File: src/rtl/instr_fetch.sv
// Instruction fetch stage: owns the PC, reads a synchronous-read instruction
// store, delivers each word with its PC to decode, and halts on a stop opcode.

module instr_fetch #(
   parameter logic [10:0] STOP_OP = 11'b00000000000
) (
   input  logic        clk,
   input  logic        reset,
   input  logic        stall,
   input  logic        branch_taken,
   input  logic [7:0]  pc_wb,
   output logic [7:0]  imem_addr,
   input  logic [0:31] imem_rdata,
   output logic [0:31] instr,
   output logic [7:0]  pc_out,
   output logic        instr_valid,
   output logic        halted
);

   typedef enum logic {
      ST_RUN  = 1'b0,
      ST_HALT = 1'b1
   } state_e;

   state_e      state_q, state_d;
   logic [7:0]  pc_q, pc_d;
   logic [7:0]  req_pc_q, req_pc_d;
   logic        req_valid_q, req_valid_d;
   logic [0:31] instr_q, instr_d;
   logic [7:0]  pc_out_q, pc_out_d;
   logic        instr_valid_q, instr_valid_d;
   logic        is_stop;

   // While stalled, re-read the in-flight word so imem_rdata stays valid for
   // the edge that finally accepts it.
   assign imem_addr   = (stall && (state_q == ST_RUN)) ? req_pc_q : pc_q;
   assign is_stop     = req_valid_q && (imem_rdata[0:10] == STOP_OP);
   assign instr       = instr_q;
   assign pc_out      = pc_out_q;
   assign instr_valid = instr_valid_q;
   assign halted      = (state_q == ST_HALT);

   always_comb begin
      // NOTE: every next-state value gets a hold default first so no path
      // through the priority chain can infer a latch.
      state_d       = state_q;
      pc_d          = pc_q;
      req_pc_d      = req_pc_q;
      req_valid_d   = req_valid_q;
      instr_d       = instr_q;
      pc_out_d      = pc_out_q;
      instr_valid_d = instr_valid_q;

      if (branch_taken) begin
         pc_d          = pc_wb;
         req_valid_d   = 1'b0;
         instr_valid_d = 1'b0;
         state_d       = ST_RUN;
      end else if (state_q == ST_HALT) begin
         instr_valid_d = 1'b0;
      end else if (!stall) begin
         instr_d       = imem_rdata;
         pc_out_d      = req_pc_q;
         instr_valid_d = req_valid_q;
         req_pc_d      = pc_q;
         req_valid_d   = 1'b1;
         pc_d          = pc_q + 8'd1;
         if (is_stop) begin
            state_d     = ST_HALT;
            req_valid_d = 1'b0;
            pc_d        = req_pc_q + 8'd1;
         end
      end
   end

   // NOTE: state registers use non-blocking assignments so every register
   // samples the pre-edge value of every other one.
   always_ff @(posedge clk) begin
      if (reset) begin
         state_q       <= ST_RUN;
         pc_q          <= 8'd0;
         req_pc_q      <= 8'd0;
         req_valid_q   <= 1'b0;
         instr_q       <= '0;
         pc_out_q      <= 8'd0;
         instr_valid_q <= 1'b0;
      end else begin
         state_q       <= state_d;
         pc_q          <= pc_d;
         req_pc_q      <= req_pc_d;
         req_valid_q   <= req_valid_d;
         instr_q       <= instr_d;
         pc_out_q      <= pc_out_d;
         instr_valid_q <= instr_valid_d;
      end
   end

endmodule

File: config.mk
export PLATFORM = sky130hd
export DESIGN_NAME = instr_fetch
export DESIGN_NICKNAME = d
export VERILOG_FILES = /design/src/rtl/instr_fetch.sv
export SDC_FILE = /design/constraint.sdc
export NUM_CORES = 1
export LEC_CHECK = 0
export BUFFER_PORTS_ARGS = -buffer_cell sky130_fd_sc_hd__buf_2
export CORE_MARGIN = 2
export CORE_UTILIZATION = 55
export CTS_BUF_LIST = sky130_fd_sc_hd__clkbuf_2
export DETAILED_ROUTE_END_ITERATION = 8
export PLACE_DENSITY = 0.84
export SLEW_MARGIN = 10
export SYNTH_ARGS = -nofsm -noshare
export SYNTH_HDL_FRONTEND = slang
export SYNTH_SLANG_ARGS = --single-unit
File: constraint.sdc
create_clock -name clk -period 6 [get_ports clk]
set_clock_uncertainty 0.1 [all_clocks]
set_input_delay 1.2 -clock clk [delete_from_list [all_inputs] [get_ports clk]]
set_output_delay 1.2 -clock clk [all_outputs]
set_load 0.02 [all_outputs]
# ---- Word-level counts from Yosys, hierarchy flattened
# Index checks and enable logic that the tools add are counted.
dict set report op_classes {
  n_eq_ne 2
  mux 9
  reduce_logical 8
  div 0
  shifts 0
  addsub 2
  n_bitwise 3
  multipliers 0
  order_cmp 0
}
# operator n
set ops {}
lappend ops {{8-bit 2-to-1 mux} 5}
lappend ops {{8-bit by 1-bit adder with 8-bit output, second input constant} 2}
lappend ops {{11-bit zero test} 1}
lappend ops {{1-bit 2-to-1 mux} 4}
lappend ops {{2-bit AND reduction} 2}
lappend ops {{1-bit NOT} 3}
lappend ops {{3-bit AND reduction} 1}
lappend ops {{3-bit OR reduction} 1}
lappend ops {{1-bit logical AND} 2}
lappend ops {{2-bit by 1-bit inequality test with 1-bit output, second input constant} 1}
lappend ops {{2-bit inequality test, second input constant} 1}
lappend ops {{2-bit OR reduction} 1}
dict set report word_totals {
  mem_bits_ro 0
  wordCells 31
  in_bits 44
  ram_bits 0
  output_inout_bits 50
  reg_bits 59
  latch_bits 0
  n_memories 0
}

# ---- Longest topological paths before layout
# Gate-level depths: netlist (run 1).
dict set report logic_depth {
  depth_word 6
  mapped_depth 11
  depth_no_buf 10
}

# ---- Least setup slack after synthesis (run 1)
# No wires, ideal clock.
dict set report synth_path {
  path_kind {in2out}
  start {input stall}
  end {output imem_addr[0]}
  required_ns 4.700
  arrival_ns 1.949
  stages 3
  path_slack_ns 2.751
  path_buffers 1
  cell_sequence {nand2b_1 > clkbuf_1 > mux2_2}
}
dict set report synth_between {
  elab_chain_cells 2
}
# item line_no
set synth_rtl {}
lappend synth_rtl {{start: declaration} 9} ;# input logic stall,
lappend synth_rtl {{1-bit logical AND} 36} ;# assign imem_addr = (stall && (state_q == ST_RUN)) ? req_pc_q : pc_q;
lappend synth_rtl {{8-bit 2-to-1 mux} 36}
lappend synth_rtl {{end: declaration} 12} ;# output logic [7:0] imem_addr,
# Every way passes these cells.

# ---- Final worst setup path (run 1)
dict set report layout_path {
  start {input stall}
  end {output imem_addr[3]}
}
# The elaborated chain is that of the path after synthesis.

==> results of run 1 <==
==> worst max path at each step <==
stage	startpoint	endpoint	cells after the start
2_1_floorplan	stall	imem_addr[0]	3
3_3_place_gp	stall	imem_addr[7]	4
3_5_place_dp	stall	imem_addr[3]	4
4_1_cts	stall	imem_addr[3]	4
5_1_grt	stall	imem_addr[6]	4
6_report	stall	imem_addr[3]	4
==> per-layer routing <==
layer | vias to the layer above | share of wire
met5 | - | 0
met4 | 0 | 0.026
met3 | 17 | 0.067
met2 | 102 | 0.49
met1 | 1178 | 0.42
li1 | 1279 | -
==> final cells by class <==
type                    instances  area share
inverters                       3     0.00350
clock inverters                 7      0.0330
well taps                      54      0.0210
multi-input cells             245       0.412
clock buffers                   9      0.0140
repair buffers                 95       0.149
flip-flops and latches         59       0.367
==> state kept, by name, indices dropped and copies added, names as in the netlist <==
signal / cells
instr_valid: 1
instr: 32
halted: 1
pc_out: 8
req_valid_q: 1
req_pc_q: 8
pc_q: 8
==> cell usage in the layout (no fill, tap or decap), types with 3 or more instances in the layout <==
cell       Yosys  routed
a21oi_1       54      54
buf_2          5      93
bufinv_16      0       3
clkbuf_2       0       9
clkinv_1       0       3
dfxtp_1       59      59
inv_1          3       3
mux2_2         8       8
mux2i_1        6       6
nand2_1      117     117
nand3_1        4       4
nor2_1        11      10
o211ai_1       3       3
o21ai_0        4       4
or3_1          4       4
xor2_1         3       3
==> kinds of logic after synthesis <==
| logic type | Yosys count | synth area share |
|---|---|---|
| AO/OA/AOI/OAI | 72 | 0.156 |
| AND/OR/NAND/NOR | 154 | 0.272 |
| flip-flops | 59 | 0.451 |
| adder cells (fa/ha/maj) | 1 | 0.00477 |
| multiplexers | 14 | 0.0573 |
| XOR/XNOR | 4 | 0.0134 |
| buffers and inverters | 27 | 0.0454 |
==> power by group through the flow <==
stage,clock network (mW),registers [mW],logic [mW]
floorplan,0,0.439,0.0538
global placement,0,0.429,0.103
detailed placement,0,0.429,0.105
CTS,0.323,0.421,0.106
global route,0.338,0.424,0.115
finish,0.319,0.421,0.105
==> critical path, cell delays in order <==
cell	delay, ns
buf_2	0.13
nand2b_1	0.35
mux2_2	0.40
buf_2	0.16
==> cells in the mapped netlist, types with 2 or more instances <==
cell type / count
mux2_2: 8
and3_2: 2
nor2_1: 11
or3_1: 4
a221oi_1: 2
dfxtp_1: 59
nand3_1: 4
clkbuf_1: 17
nand2_1: 117
o211ai_1: 3
nor4_1: 2
nand2b_1: 2
o21ai_0: 4
xor2_1: 3
buf_2: 5
a21oi_1: 54
nor4b_4: 2
inv_1: 3
mux2i_1: 6
nor4_4: 2
==> results.toml, run 1 <==
[detailed_routing]
ant_nets = 0
wirelength_um = 6320
drc = 0
routedWlPerCell_um = 13.4
viasPerCell = 5.46
dr_total_vias = 2576
drtPass1Iterations = 4
drt_iter0_drc = 172

[sta]
layout_setup_ws_ns = 2.46
finalCritPeriodShare = 0.590
rsz0062_at_grt = "false"
fmax_mhz = 283
finalHoldViolCount = 0
relSlewSlack = 0.301
whs_ns = 0.361
drv_slew = 0
setup_tns_ns = 0
setup_violations = 0
worst_slew_pin_slew_ns = 1.05
period_minus_slack_ns = 3.54

[cts]
clock_sinks = 59
cts_resized = 0
cts_buffers = 9
post-cts-setup-buffer-count = 0
cts_tree = "yes"
clockBufferDepth = 2
clockRootBuffer = "clkbuf_2"
clk_latency_ns = 0.45
clk_pin_slew_ns = 0.15
cts_max_level = 3
cts_hold_buf = 0

[yosys]
synth-main-ff-cell = "dfxtp_1"
syn_avg_cell_area_sq_um = 7.92
syn_area_sq_um = 2620
synth_top_area_cell = "dfxtp_1"
seq_area_frac_synth = 0.451
ys_ff_latch = 59
syn_inst = 331
synth_top_area_frac = 0.451
synth.distinct_cells = 41
synth_nets = 376
synth_edf_count = 0
async_reset_ff_frac = 0
yosys-top-cells-area = "dfxtp_1 45%, nand2_1 17%, a21oi_1 10%, mux2_2 3.4%, clkbuf_1 2.4%"
yosys_warnings = 0

[layout]
drive_gt1_frac = 0.306
diodes = 0
syn2layout_area_growth_pct = 22.9
stdcell_count = 472
seq_area_sq_um = 1180
fin_area_sq_um = 3220
final_nets = 458
multi_input_area_sq_um = 1330
fillers = 386
post-route-util = 0.691

[setup_path]
endpoint_kind = "primary output"
reg2reg_slack_ns = 3.48
critPathRequiredTime_ns = 4.70
start_kind = "input port"
crit_type = "input port to primary output"
reg2reg_to = "pc_q[6]"
worstReg2RegStart = "req_valid_q"
worstPathMaxFanout = 8
ff2ff_path_depth = 10
cp.arrival_ns = 2.24

[global_route]
grt.overflow.total = 0
antenna_found_initial = 0
grtUsageMet2 = 0.391
grt_pass1_vias = 2295
grt_pass1_wl_um = 10100
grt_max_degree = 49
grt_use_total = 0.240
grt.met3_usage = 0.0580
top_usage_layer = "met2"
grt_util_met1 = 0.298

[floorplan]
start_util = 0.562
fp.dieH_um = 73.0
dieArea_sq_um = 5330
rows = 25
pin_count = 94
coreArea_sq_um = 4660
die_x_um = 73.0

[min_path]
hold_depth = 2
min_path_type = "register to register"
min_to = "instr[3]"
hold_start = "instr[3]"

[power_and_ir_drop]
intPower_mw = 0.623
power_leakage_nw = 1.44
clkPwrFrac = 0.377
finalPower_mw = 0.845
powerDensity_nw_per_um2 = 262
p_comb_frac = 0.124
seqPwrFrac = 0.499
ir_worst_vdd_mv = 0.172
p_sw_mw = 0.222
swShare = 0.263

[place]
placed_cells = 456
numPortBuffers = 93
gp_congestion = 0.796
place_ws_ns = 2.45
place_area_sq_um = 3070
hpwl_um = 4330

[flow_run]
maxCapViolations = 0

[outcome]
status = "complete, no violations"
(Power assumes the default switching activity.)
==> inputs of run 2 (changes only) <==
CORE_UTILIZATION = 46   (was 55)
PLACE_DENSITY = 0.75   (was 0.84)
clock period = 3 ns   (was 6 ns; I/O delays follow)
==> results.toml, run 2 (synthesis results as in run 1) <==
[sta]
period_minus_slack_ns = 2.60
relSlewSlack = 0.526
setup_violations = 0
rsz0062_at_grt = "false"
finalHoldViolCount = 0
drv_slew = 0
fmax_mhz = 384
finalCritPeriodShare = 0.868
setup_tns_ns = 0
worst_slew_pin_slew_ns = 0.711

[outcome]
status = "complete, no violations"

[min_path]
min_path_type = "input port to register"

[layout]
final_nets = 461
stdcell_count = 493
largest_reg_flops = 32
syn2layout_area_growth_pct = 23.3
final_common_cell = "nand2_1"
most-common-layout-cells = "117 x nand2_1, 93 x buf_2, 59 x dfxtp_1, 54 x a21oi_1, 10 x nor2_1"
fin_area_sq_um = 3230
diodes = 0
drive_gt1_frac = 0.309

[detailed_routing]
wirelength_um = 6230
viasPerCell = 5.07
drc = 0
routedWlPerCell_um = 12.6
ant_nets = 0
drtPass1Iterations = 4
dr_total_vias = 2498
drt_iter0_drc = 130

[cts]
cts_hold_buf = 0
cts_resized = 0
cts_tree = "yes"
clockRootBuffer = "clkbuf_2"
clock_sinks = 59
clk_latency_ns = 0.48
clockBufferDepth = 2
cts_max_level = 3
clk_pin_slew_ns = 0.17
cts_buffers = 9
post-cts-setup-buffer-count = 0

[global_route]
grt_max_degree = 49
grt_use_total = 0.214
grt_pass1_vias = 2414
antenna_found_initial = 0
grt.overflow.total = 0
grt_pass1_wl_um = 10600

[power_and_ir_drop]
ir_worst_vdd_mv = 0.292
finalPower_mw = 1.52
powerDensity_nw_per_um2 = 471
power_leakage_nw = 1.43

[place]
numPortBuffers = 93
place_area_sq_um = 3130
gp_congestion = 0.856
hpwl_um = 4310
placed_cells = 477

[setup_path]
start_kind = "register"
cp.arrival_ns = 1.90
worstPathMaxFanout = 8
endpoint_kind = "primary output"
crit_type = "register to primary output"
critPathRequiredTime_ns = 2.30

[floorplan]
dieArea_sq_um = 6320
start_util = 0.476
fp.dieH_um = 79.5
rows = 27
pin_count = 94
coreArea_sq_um = 5510
die_x_um = 79.5

[flow_run]
maxCapViolations = 0
-- run 2: cell count changes in the layout (fill, tap and decap cells not counted), sizes merged --
| cell | before | now |
|---|---|---|
| clkinv | 4 | 6 |
| bufinv | 3 | 1 |
| buf | 95 | 98 |
-- run 2: final timing paths --
kind                            slack, ns  cells past startpoint            to            from
worst min-delay path                 0.23                      3     instr[24]  imem_rdata[24]
worst max register to register       0.62                     10       pc_q[6]     req_valid_q
worst min register to register       0.36                      2      instr[9]        instr[9]
worst max-delay path                 0.40                      3  imem_addr[2]          halted
-- run 2: metrics by stage --
step | setup WS, ns | hold slack [ns] | utilization
global route | 0.290 | 0.202 | 0.586
finish | 0.396 | 0.231 | 0.586
detailed placement | 0.182 | 0.345 | 0.568
CTS | 0.348 | 0.183 | 0.586
floorplan | 0.375 | 0.354 | -
global placement | 0.250 | 0.339 | 0.568
-- run 2: worst max-delay path: stages (launching register included) --
cell      delay (ns)
dfxtp_1         0.45
nand2b_1        0.42
mux2_2          0.40
buf_2           0.16
-- run 2: where the power goes --
group,internal (mW),total (mW),switching (mW)
Sequential,0.816,0.840,0.0246
Clock,0.182,0.468,0.286
Combinational,0.0822,0.213,0.131
-- run 2: cell type report --
class / instances / area (sq um)
Fill cell: 537 / 2280
Multi-Input combinational cell: 245 / 1330
Sequential cell: 59 / 1180
Timing Repair Buffer: 98 / 515
Tap cell: 72 / 90.1
Clock inverter: 7 / 58.8
Clock buffer: 9 / 45.0
Inverter: 3 / 11.3
-- run 2: routing by layer --
layer	global-route usage	vias up	routed length, um
li1	-	1282	-
met1	0.248	1132	2650
met2	0.359	70	3060
met3	0.0498	14	353
met4	0.122	0	161
met5	0	-	0
